--- src/rtl/mem32_block_reader_if.sv ---
// Request/acknowledge bus between the block reader (master) and a tagged 32-bit memory port (slave).
interface mem32_block_reader_if;
  logic [25:0] mem32_address;
  logic        mem32_direction;
  logic [3:0]  mem32_byte_en;
  logic [31:0] mem32_wdata;
  logic        mem32_request;
  logic [7:0]  mem32_tag;
  logic [7:0]  mem32_dack_tag;
  logic [31:0] mem32_rdata;
  logic        mem32_rack;
  logic [7:0]  mem32_rack_tag;

  modport master (
    output mem32_address, mem32_direction, mem32_byte_en, mem32_wdata,
    output mem32_request, mem32_tag,
    input  mem32_dack_tag, mem32_rdata, mem32_rack, mem32_rack_tag
  );

  modport slave (
    input  mem32_address, mem32_direction, mem32_byte_en, mem32_wdata,
    input  mem32_request, mem32_tag,
    output mem32_dack_tag, mem32_rdata, mem32_rack, mem32_rack_tag
  );
endinterface

--- src/rtl/mem32_block_reader.sv ---
// Reads a block of consecutive 32-bit words over a tagged memory port into an output FIFO,
// issuing requests only while returned data is guaranteed a free FIFO slot.
module mem32_block_reader #(
  parameter logic [7:0]  TAG        = 8'h11,
  parameter int unsigned FIFO_DEPTH = 4
) (
  input  logic        clock,
  input  logic        reset_n,
  input  logic        start,
  input  logic [25:0] start_addr,
  input  logic [15:0] word_count,
  output logic        busy,
  output logic        done,
  mem32_block_reader_if.master bus,
  output logic [31:0] out_data,
  output logic        out_valid,
  input  logic        out_ready
);

  localparam int unsigned AW = 26;
  localparam int unsigned DW = 32;
  localparam int unsigned CW = 16;
  localparam int unsigned PW = (FIFO_DEPTH > 1) ? $clog2(FIFO_DEPTH) : 1;
  localparam int unsigned LW = $clog2(FIFO_DEPTH + 1);
  localparam int unsigned SW = LW + 1;

  typedef enum logic [1:0] {IDLE = 2'd0, ISSUE = 2'd1, DRAIN = 2'd2} state_t;

  state_t          state_q, state_d;
  logic [AW-1:0]   addr_q, addr_d;
  logic [CW-1:0]   left_q, left_d;
  logic [LW-1:0]   outstanding_q, outstanding_d;
  logic [LW-1:0]   level_q, level_d;
  logic [PW-1:0]   wr_ptr_q, rd_ptr_q;
  logic [DW-1:0]   fifo_q [FIFO_DEPTH];
  logic            req_q, req_d;
  logic [7:0]      tag_q, tag_d;
  logic            busy_q, busy_d;
  logic            done_q, done_d;
  logic            valid_q;

  logic accept_c, rack_hit_c, pop_c, start_ok_c, credit_c;
  logic unused_addr_lsbs;

  assign unused_addr_lsbs = ^start_addr[1:0];

  // Handshake qualifiers; a matching rack with nothing outstanding is dropped.
  assign accept_c   = req_q && (bus.mem32_dack_tag == TAG);
  assign rack_hit_c = bus.mem32_rack && (bus.mem32_rack_tag == TAG) && (outstanding_q != '0);
  assign pop_c      = valid_q && out_ready;
  assign start_ok_c = (state_q == IDLE) && start && !done_q;

  assign level_d       = level_q + LW'(rack_hit_c) - LW'(pop_c);
  assign outstanding_d = outstanding_q + LW'(accept_c) - LW'(rack_hit_c);
  // Credit evaluated on next-cycle occupancy so a newly raised request always has a slot.
  assign credit_c      = (SW'(level_d) + SW'(outstanding_d)) < SW'(FIFO_DEPTH);

  always_ff @(posedge clock or negedge reset_n) begin : state_reg
    if (!reset_n) state_q <= IDLE;
    else          state_q <= state_d;
  end

  always_comb begin : next_state
    state_d = state_q;
    case (state_q)
      IDLE:    if (start_ok_c && (word_count != '0)) state_d = ISSUE;
      ISSUE:   if (accept_c && (left_q == CW'(1)))   state_d = DRAIN;
      DRAIN:   if (outstanding_q == '0)              state_d = IDLE;
      default: state_d = IDLE;
    endcase
  end

  always_comb begin : output_comb
    addr_d = addr_q;
    left_d = left_q;
    req_d  = 1'b0;
    busy_d = busy_q;
    done_d = 1'b0;
    case (state_q)
      IDLE: begin
        if (start_ok_c) begin
          if (word_count == '0) begin
            done_d = 1'b1;
          end else begin
            addr_d = {start_addr[AW-1:2], 2'b00};
            left_d = word_count;
            busy_d = 1'b1;
            req_d  = credit_c;
          end
        end
      end
      ISSUE: begin
        if (accept_c) begin
          addr_d = addr_q + AW'(4);
          left_d = left_q - CW'(1);
        end
        // A raised request is held until accepted, independent of credit.
        if (req_q && !accept_c) req_d = 1'b1;
        else                    req_d = (left_d != '0) && credit_c;
      end
      DRAIN: begin
        if (outstanding_q == '0) begin
          done_d = 1'b1;
          busy_d = 1'b0;
        end
      end
      default: ;
    endcase
    tag_d = req_d ? TAG : 8'h00;
  end

  always_ff @(posedge clock or negedge reset_n) begin : ctrl_reg
    if (!reset_n) begin
      addr_q        <= '0;
      left_q        <= '0;
      outstanding_q <= '0;
      req_q         <= 1'b0;
      tag_q         <= 8'h00;
      busy_q        <= 1'b0;
      done_q        <= 1'b0;
    end else begin
      addr_q        <= addr_d;
      left_q        <= left_d;
      outstanding_q <= outstanding_d;
      req_q         <= req_d;
      tag_q         <= tag_d;
      busy_q        <= busy_d;
      done_q        <= done_d;
    end
  end

  // Output FIFO; depth is a power of two so the pointers wrap naturally.
  always_ff @(posedge clock or negedge reset_n) begin : fifo_reg
    if (!reset_n) begin
      for (int i = 0; i < int'(FIFO_DEPTH); i++) fifo_q[i] <= '0;
      wr_ptr_q <= '0;
      rd_ptr_q <= '0;
      level_q  <= '0;
      valid_q  <= 1'b0;
    end else begin
      if (rack_hit_c) begin
        fifo_q[wr_ptr_q] <= bus.mem32_rdata;
        wr_ptr_q         <= wr_ptr_q + PW'(1);
      end
      if (pop_c) rd_ptr_q <= rd_ptr_q + PW'(1);
      level_q <= level_d;
      valid_q <= (level_d != '0);
    end
  end

  assign busy      = busy_q;
  assign done      = done_q;
  assign out_valid = valid_q;
  assign out_data  = fifo_q[rd_ptr_q];

  assign bus.mem32_address   = addr_q;
  assign bus.mem32_direction = 1'b0;
  assign bus.mem32_byte_en   = 4'hF;
  assign bus.mem32_wdata     = '0;
  assign bus.mem32_request   = req_q;
  assign bus.mem32_tag       = tag_q;

endmodule

--- src/flat_wrapper.sv ---
// flat-port wrapper written by rule: the top's interface ports become plain ports
module mem32_block_reader_flat 
#(
  parameter logic [7:0]  TAG        = 8'h11,
  parameter int unsigned FIFO_DEPTH = 4
)
  (clock, reset_n, start, start_addr, word_count, busy, done, out_data, out_valid, out_ready, bus_mem32_address, bus_mem32_direction, bus_mem32_byte_en, bus_mem32_wdata, bus_mem32_request, bus_mem32_tag, bus_mem32_dack_tag, bus_mem32_rdata, bus_mem32_rack, bus_mem32_rack_tag);
  mem32_block_reader_if bus_i ();
  input  logic clock;
  input  logic reset_n;
  input  logic start;
  input  logic [25:0] start_addr;
  input  logic [15:0] word_count;
  output logic busy;
  output logic done;
  output logic [31:0] out_data;
  output logic out_valid;
  input  logic out_ready;
  output wire logic [$bits(bus_i.mem32_address)-1:0] bus_mem32_address;
  output wire logic [$bits(bus_i.mem32_direction)-1:0] bus_mem32_direction;
  output wire logic [$bits(bus_i.mem32_byte_en)-1:0] bus_mem32_byte_en;
  output wire logic [$bits(bus_i.mem32_wdata)-1:0] bus_mem32_wdata;
  output wire logic [$bits(bus_i.mem32_request)-1:0] bus_mem32_request;
  output wire logic [$bits(bus_i.mem32_tag)-1:0] bus_mem32_tag;
  input wire logic [$bits(bus_i.mem32_dack_tag)-1:0] bus_mem32_dack_tag;
  input wire logic [$bits(bus_i.mem32_rdata)-1:0] bus_mem32_rdata;
  input wire logic [$bits(bus_i.mem32_rack)-1:0] bus_mem32_rack;
  input wire logic [$bits(bus_i.mem32_rack_tag)-1:0] bus_mem32_rack_tag;
  assign bus_mem32_address = bus_i.mem32_address;
  assign bus_mem32_direction = bus_i.mem32_direction;
  assign bus_mem32_byte_en = bus_i.mem32_byte_en;
  assign bus_mem32_wdata = bus_i.mem32_wdata;
  assign bus_mem32_request = bus_i.mem32_request;
  assign bus_mem32_tag = bus_i.mem32_tag;
  assign bus_i.mem32_dack_tag = bus_mem32_dack_tag;
  assign bus_i.mem32_rdata = bus_mem32_rdata;
  assign bus_i.mem32_rack = bus_mem32_rack;
  assign bus_i.mem32_rack_tag = bus_mem32_rack_tag;
  mem32_block_reader #(.TAG(TAG), .FIFO_DEPTH(FIFO_DEPTH)) u_core (.clock(clock), .reset_n(reset_n), .start(start), .start_addr(start_addr), .word_count(word_count), .busy(busy), .done(done), .bus(bus_i), .out_data(out_data), .out_valid(out_valid), .out_ready(out_ready));
endmodule
--- config.mk ---
export PLATFORM = sky130hd
export DESIGN_NAME = mem32_block_reader_flat
export DESIGN_NICKNAME = d
export VERILOG_FILES = /design/src/rtl/mem32_block_reader_if.sv /design/src/rtl/mem32_block_reader.sv /design/src/flat_wrapper.sv
export SDC_FILE = /design/constraint.sdc
export NUM_CORES = 1
export LEC_CHECK = 0
export CAP_MARGIN = 10
export CORE_MARGIN = 2
export CORE_UTILIZATION = 52
export CTS_BUF_LIST = sky130_fd_sc_hd__clkbuf_4 sky130_fd_sc_hd__clkbuf_8 sky130_fd_sc_hd__clkbuf_16
export CTS_CLUSTER_SIZE = 24
export DETAILED_ROUTE_END_ITERATION = 7
export PLACE_DENSITY = 0.81
export RECOVER_POWER = 25
export REMOVE_ABC_BUFFERS = 1
export SYNTH_ARGS = -nofsm -noshare
export SYNTH_HDL_FRONTEND = slang
export SYNTH_SLANG_ARGS = --single-unit
--- constraint.sdc ---
create_clock -name clock -period 4.4 [get_ports clock]
set_clock_uncertainty 0.15 [all_clocks]
set_input_delay 0.66 -clock clock [delete_from_list [all_inputs] [get_ports clock]]
set_output_delay 0.66 -clock clock [all_outputs]
set_load 0.005 [all_outputs]
Yosys cells after proc, flatten, opt, wreduce, memory -nomap -nowiden --
Cells that the tools add are included.
Storage, ports and cells: input bits 95, output and inout bits 107, flip-flop bits (word level) 194
Cells by class: $add $sub $neg 9, bitwise gates (word level) 2, equality and inequality tests 11, $lt $le $gt $ge 4, reduce and logical (&&, ||, !) cells 26, mux-type cells 32
Operators with widths (count):
- bitwise mux 128 bit | 1
- two-way mux 32 bit | 3
- two-way mux 26 bit | 3
- binary-select mux 32 bit (select 2 bit) | 1
- demux 32 bit (select 2 bit) | 1
- two-way mux 16 bit | 4
- case mux 26 bit (2 select lines) | 1
- case mux 16 bit (2 select lines) | 1
- nonzero test 16 bit | 2
- adder 26 x 3 -> 26 bit, second input constant | 1
- == test 16 x 1 -> 1 bit, second input constant | 1
- == test 8 x 5 -> 1 bit, second input constant | 2
- zero test 16 bit | 1
- subtractor 16 x 1 -> 16 bit, second input constant | 1
- logical AND 1 bit | 11
- two-way mux 1 bit | 9
- != test 2 x 1 -> 1 bit, second input constant | 4
- AND reduction 4 bit | 2
- adder 3 x 1 -> 3 bit | 2
- greater-or-equal comparator 3 bit, second input constant | 2
- two-way mux 2 bit | 3
- inverter 2 -> 3 bit | 2
- case mux 1 bit (2 select lines) | 3
- case mux 2 bit (3 select lines) | 1
- other kinds (15) | 22

Depth between registers and ports, before layout --
word-level depth 11, mapped depth 15, gate-level depth less buffers 15

Worst setup path before layout --
No wires, ideal clock.
path type input to register, from input bus_mem32_rack_tag[6], to register u_core.tag_q[0], in the netlist u_core.bus.mem32_tag[0], data required time 4.168 ns, arrival 3.547 ns, slack 0.621 ns, library setup time 0.082 ns, stages 14, cell sequence nand4bb_1 > nor4_4 > ha_1 > inv_1 > ha_1 > fa_1 > xor2_1 > xnor2_1 > ha_1 > nor3_1 > nand2_1 > nor3_1 > nor3_1 > a31oi_1
On the way: elaborated cells between the ends (all ways) 14, those cells by class 4 x add/sub; 1 x order compare; 1 x eq/ne; 5 x mux; 3 x reduce/logical
RTL lines:
- start: declaration | RTL line flat_wrapper.sv:28 | input wire logic [$bits(bus_i.mem32_rack_tag)-1:0] bus_mem32_rack_tag;
- == test 8 x 5 -> 1 bit (*) | RTL line mem32_block_reader.sv:49 | assign rack_hit_c = bus.mem32_rack && (bus.mem32_rack_tag == TAG) && (outstanding_q != '0);
- logical AND 1 bit (*) (2 in series) | RTL line mem32_block_reader.sv:49
- net u_core.rack_hit_c | RTL line mem32_block_reader.sv:42 | logic accept_c, rack_hit_c, pop_c, start_ok_c, credit_c;
- subtractor 3 x 1 -> 3 bit (*) | RTL line mem32_block_reader.sv:54 | assign outstanding_d = outstanding_q + LW'(accept_c) - LW'(rack_hit_c);
- net u_core.outstanding_d[2] | RTL line mem32_block_reader.sv:32 | logic [LW-1:0] outstanding_q, outstanding_d;
- adder 3 x 3 -> 4 bit (*) | RTL line mem32_block_reader.sv:56 | assign credit_c = (SW'(level_d) + SW'(outstanding_d)) < SW'(FIFO_DEPTH);
- less-than comparator 4 x 3 -> 1 bit (*) | RTL line mem32_block_reader.sv:56
- two-way mux 1 bit / logical AND 1 bit (equally long branches) | RTL line mem32_block_reader.sv:82, mem32_block_reader.sv:99
- two-way mux 1 bit, on equally long branches | RTL line mem32_block_reader.sv:81, mem32_block_reader.sv:98
- case mux 1 bit (2 select lines) (*) | RTL line mem32_block_reader.sv:79 | case (state_q)
- net u_core.req_d | RTL line mem32_block_reader.sv:36 | logic req_q, req_d;
- two-way mux 5 bit (*) | RTL line mem32_block_reader.sv:109 | tag_d = req_d ? TAG : 8'h00;
- end signal: assignment | RTL line mem32_block_reader.sv:126 | tag_q <= tag_d;
- end: declaration | RTL line mem32_block_reader.sv:37 | logic [7:0] tag_q, tag_d;
The timed path passes the listed nets; every way through them passes the cells marked *. A chain may end at the register's enable or synchronous reset.

Final worst setup path --
from register u_core.rd_ptr_q[0], to output out_data[28]
On the way: word-level cells in the longest chain between the ends 4
Ends and longest elaborated chain:
- start: declaration | RTL line mem32_block_reader.sv:34 | logic [PW-1:0] wr_ptr_q, rd_ptr_q;
- start signal: assignment | RTL line mem32_block_reader.sv:145 | if (pop_c) rd_ptr_q <= rd_ptr_q + PW'(1);
- inverter 2 -> 3 bit (implied by the code) | RTL line mem32_block_reader.sv:154 | assign out_data = fifo_q[rd_ptr_q];
- binary-select mux 32 bit (select 2 bit) | RTL line mem32_block_reader.sv:154
- two-way mux 32 bit (implied by the code) (2 in series) | RTL line mem32_block_reader.sv:154
- end: declaration | RTL line flat_wrapper.sv:16 | output logic [31:0] out_data;
Every way passes these cells. The select of a mux whose other input is x is not followed.

==> summary.md <==
| Metric | Value |
|---|---|
| Status | `complete, but fails checks` |
| Failing checks | `capacitance limit, slew limit` |
| Power density cells | `roughly 420 mW/mm^2` |
| Clock share of power | `a little under a third` |
| Top_reg_cell synth | `dfrtp_1` |
| Largest net degree at the start of global routing | `100` |
| Number of global-route vias before repair | `approximately 6,900` |
| Comb pwr share | `between 20% and 30%` |
| Share of cells above drive strength 1 | `a little under a quarter` |
| Row cnt | `50` |
| First-pass GRT wire length | `35,600 um` |
| Sw frac | `between 30% and 40%` |
| Pre-CTS setup slack | `roughly 360 ps` |
| Reg clk slew, reported paths | `approximately 70 ps` |
| Worst Setup Path Type | `reg2out` |
| Final WL | `about 22,000 um` |
| Initial antenna violation count | `1` |
| Die Span Y | `roughly 140 um` |
| Synth Instances | `approximately 780` |
| CTS sink cnt | `between 150 and 200` |
| All-Layer GR Usage | `around 22%` |
| Final min period | `between 3000 and 4000 ps` |
| Worst skew pair latency | `420 ps` |
| Worst Tran Pin Value | `roughly 2200 ps` |
| DRC viols | `0` |
| Synthesized area per cell | `about 12 sq um` |
| Hold crit path type | `reg2reg` |
| Via density per instance | `a little under 6` |
| Sw Pwr | `about 1.5 mW` |
| Routed Antenna Nets | `0` |
| Unique masters post-synth | `between 60 and 70` |
| Synth top area share | `between 40 and 50%` |
| Post-DP Area | `roughly 0.011 sq mm` |
| Startpoint types | `register` |
| Register bit count reported by yosys | `between 150 and 200` |
| Die Footprint | `about 0.020 sq mm` |
| DRT Pass-1 Iters | `5` |
| Area delta synth->final | `21.2%` |
| # IOs | `around 200` |
| Async S/R FF share, synth | `between 90% and 100%` |
| Post-Route Setup TNS | `0 ps` |
| Slew headroom | `-48.5%` |
| Post-CTS resize count | `0` |
| Routed len/inst | `18.6 um` |
| Final WS setup | `769 ps` |
| Max Cap Viol | `1` |
| Postcts setup bufs | `0` |
| IO buf count | `between 150 and 200` |
| 1st-iter DRT viols | `between 400 and 500` |
| Post-synth EDFFs | `0` |
| Die width | `141 um` |
| Post-Syn Area | `about 0.0098 sq mm` |
| Highest metal used | `met5` |
| Post-synth top area cell | `dfrtp_1` |
| Finished Layout Cells | `approximately 1,200` |
| Final instance area | `about 0.012 sq mm` |
| DP HPWL | `around 14,000 um` |
| Pleak | `~5.3 nW` |
| Final period utilization | `roughly 83%` |
| Clock root buffer | `clkbuf_16` |
| Clock Path Buffers | `2` |
| Placed cells | `between 1,000 and 1,500` |
| Top cells by area, synth | `dfrtp_1, mux2_2, mux4_2` |
| Initial core utilization | `about 52%` |
| GRT overflow | `0` |
| Vias | `approximately 6,900` |
| Sequential power share | `44.6%` |
| Core box area | `roughly 0.019 sq mm` |
| Diodes inserted | `0` |
| Final core utilization | `63.6%` |
| CTS buffer count | `17` |
| CTS Hold Bufs | `0` |
| Arr. time, crit path | `about 2800 ps` |
| Critical Path RT | `between 3000 and 4000 ps` |
| Warnings from Yosys | `0` |
| CP Max Fanout | `18` |
| # H-tree levels | `4` |
| Max frequency | `~280 MHz` |
| WL met2 | `10,600 um` |
| DRT met1 WL | `9410 um` |
| Pint | `around 3.5 mW` |
| RSZ-0062 raised after global routing | `no` |
| CTS tree | `built` |
| Max-slew violation count | `just under 90` |
| RePlAce Congestion | `0.839` |
| Worst vdd ir | `roughly 0.26 mV` |
| Setup violations, final | `0` |
| Post-synthesis sequential area ratio | `47.2%` |
| Layout Nets | `a little over 1,000` |
| Metal3 WL | `roughly 1300 um` |
| Final Hold Fails | `0` |
| Filler cells | `1,398` |
| Crit. End Element | `output pin` |
placed cells by master, fill, tap and decap left out, types with 3 or more instances in the layout:
cell type        count
inv_1               19
nand4_1             16
xor2_1               4
nor4_1               9
o31ai_1              3
nor2_1              21
dfrtp_1            184
nand2b_1             4
nor3b_1              3
nand2_1             24
a31oi_1             14
and4_1               4
o22ai_1              9
xnor2_1              7
o22a_1              25
clkinv_4             3
clkbuf_16           17
a21oi_1             18
clkbuf_8             3
conb_1              45
o21ai_0             18
and2_1               3
nand2_4              4
nor3_1              33
mux2_2             115
ha_1                13
nand3_1             19
mux2_4              14
a211oi_1             4
clkdlybuf4s50_1    153
and3_1               6
mux2i_1              3
or3_1                4
a2bb2oi_1           20
mux4_2              32
buf_4               10
routing by layer:
metal	vias to the layer above	GRT usage (%)
li1	3109	-
met2	244	37.4
met4	2	5.68
met3	19	4.96
met5	-	0
met1	3482	30.2
cell usage after synthesis, types with 2 or more instances:
cell	n
nor2_1	21
fa_1	2
nand2_4	4
mux4_2	32
nor3b_1	3
o31ai_1	3
conb_1	2
a31oi_1	14
nand3_1	19
and3_1	6
clkbuf_1	27
a21oi_1	18
xnor2_1	7
and2_1	3
or4_1	2
mux2_4	14
inv_1	19
o22ai_1	9
or4b_1	2
nand4_1	16
nand2b_1	4
a2bb2oi_1	20
nor4_4	2
nor4b_2	2
mux2i_1	3
and4_1	4
buf_4	48
or3_1	4
o21ai_0	18
ha_1	13
buf_6	12
nand2_1	24
dfrtp_1	184
nand3b_1	2
xor2_1	4
a211oi_1	4
mux2_2	115
buf_2	7
nor4_1	9
o22a_1	25
a32oi_1	2
nor3_1	33
power by group through the flow:
stage	sequential [mW]	clock (mW)	combinational (mW)
final	2.22	1.56	1.20
after global routing	2.26	1.66	1.32
after CTS	2.22	1.60	1.22
after detailed placement	2.24	0	1.21
after global placement	2.24	0	1.19
after floorplan	2.23	0	0.601
stage by stage:
stage | power (mW) | hold slack (ps)
after global routing | 5.25 | 364
after global placement | 3.43 | 332
final | 4.98 | 349
after CTS | 5.04 | 177
after floorplan | 2.83 | 214
after detailed placement | 3.46 | 337
critical path, cell delays in order, from the launching register on:
cell and delay, ps:
dfrtp_1 1080, buf_12 290, mux4_2 520, clkdlybuf4s50_1 500
cell families after synthesis:
family,Yosys count,synth area share [%]
DFF,184,47.2
and+or+nand+nor,169,10.3
other,2,0.0770
adders and majority gates,15,2.08
xor gates and xnor gates,11,0.988
buffers and inverters,114,7.25
AOI/OAI and AO/OA,124,9.01
muxes,164,23.1
layout make-up:
class	instances	area [sq um]	share of cell area (%)
Clock buffer	21	474	4.01
Clock inverter	10	134	1.13
Inverter	19	71.3	0.603
Multi-Input combinational cell	528	4610	39.0
Sequential cell	184	4600	39.0
Tap cell	234	293	2.48
Timing Repair Buffer	166	1640	13.9
state kept, by name, summed over array words and instances (netlist names):
register                  flops
u_core.fifo_q               128
u_core.bus.mem32_address     24
u_core.left_q                16
u_core.level_q                3
u_core.outstanding_q          3
u_core.rd_ptr_q               2
u_core.state_q                2
u_core.wr_ptr_q               2
u_core.bus.mem32_tag          1
u_core.busy                   1
u_core.done                   1
u_core.out_valid              1
path summary, 6_finish.rpt:
path	cells after the start	start	slack, ps	to
setup / recovery	3	u_core.rd_ptr_q[0]	770	out_data[28]
hold / removal	1	u_core.fifo_q[45]	350	u_core.fifo_q[45]
setup reg to reg	15	u_core.outstanding_q[0]	880	u_core.bus.mem32_tag[0]
hold reg to reg	1	u_core.fifo_q[45]	350	u_core.fifo_q[45]
max in group asynchronous	2	reset_n	1000	u_core.fifo_q[66]
min in group asynchronous	1	reset_n	700	u_core.fifo_q[102]
No activity file was read; power rests on OpenSTA's default activity.
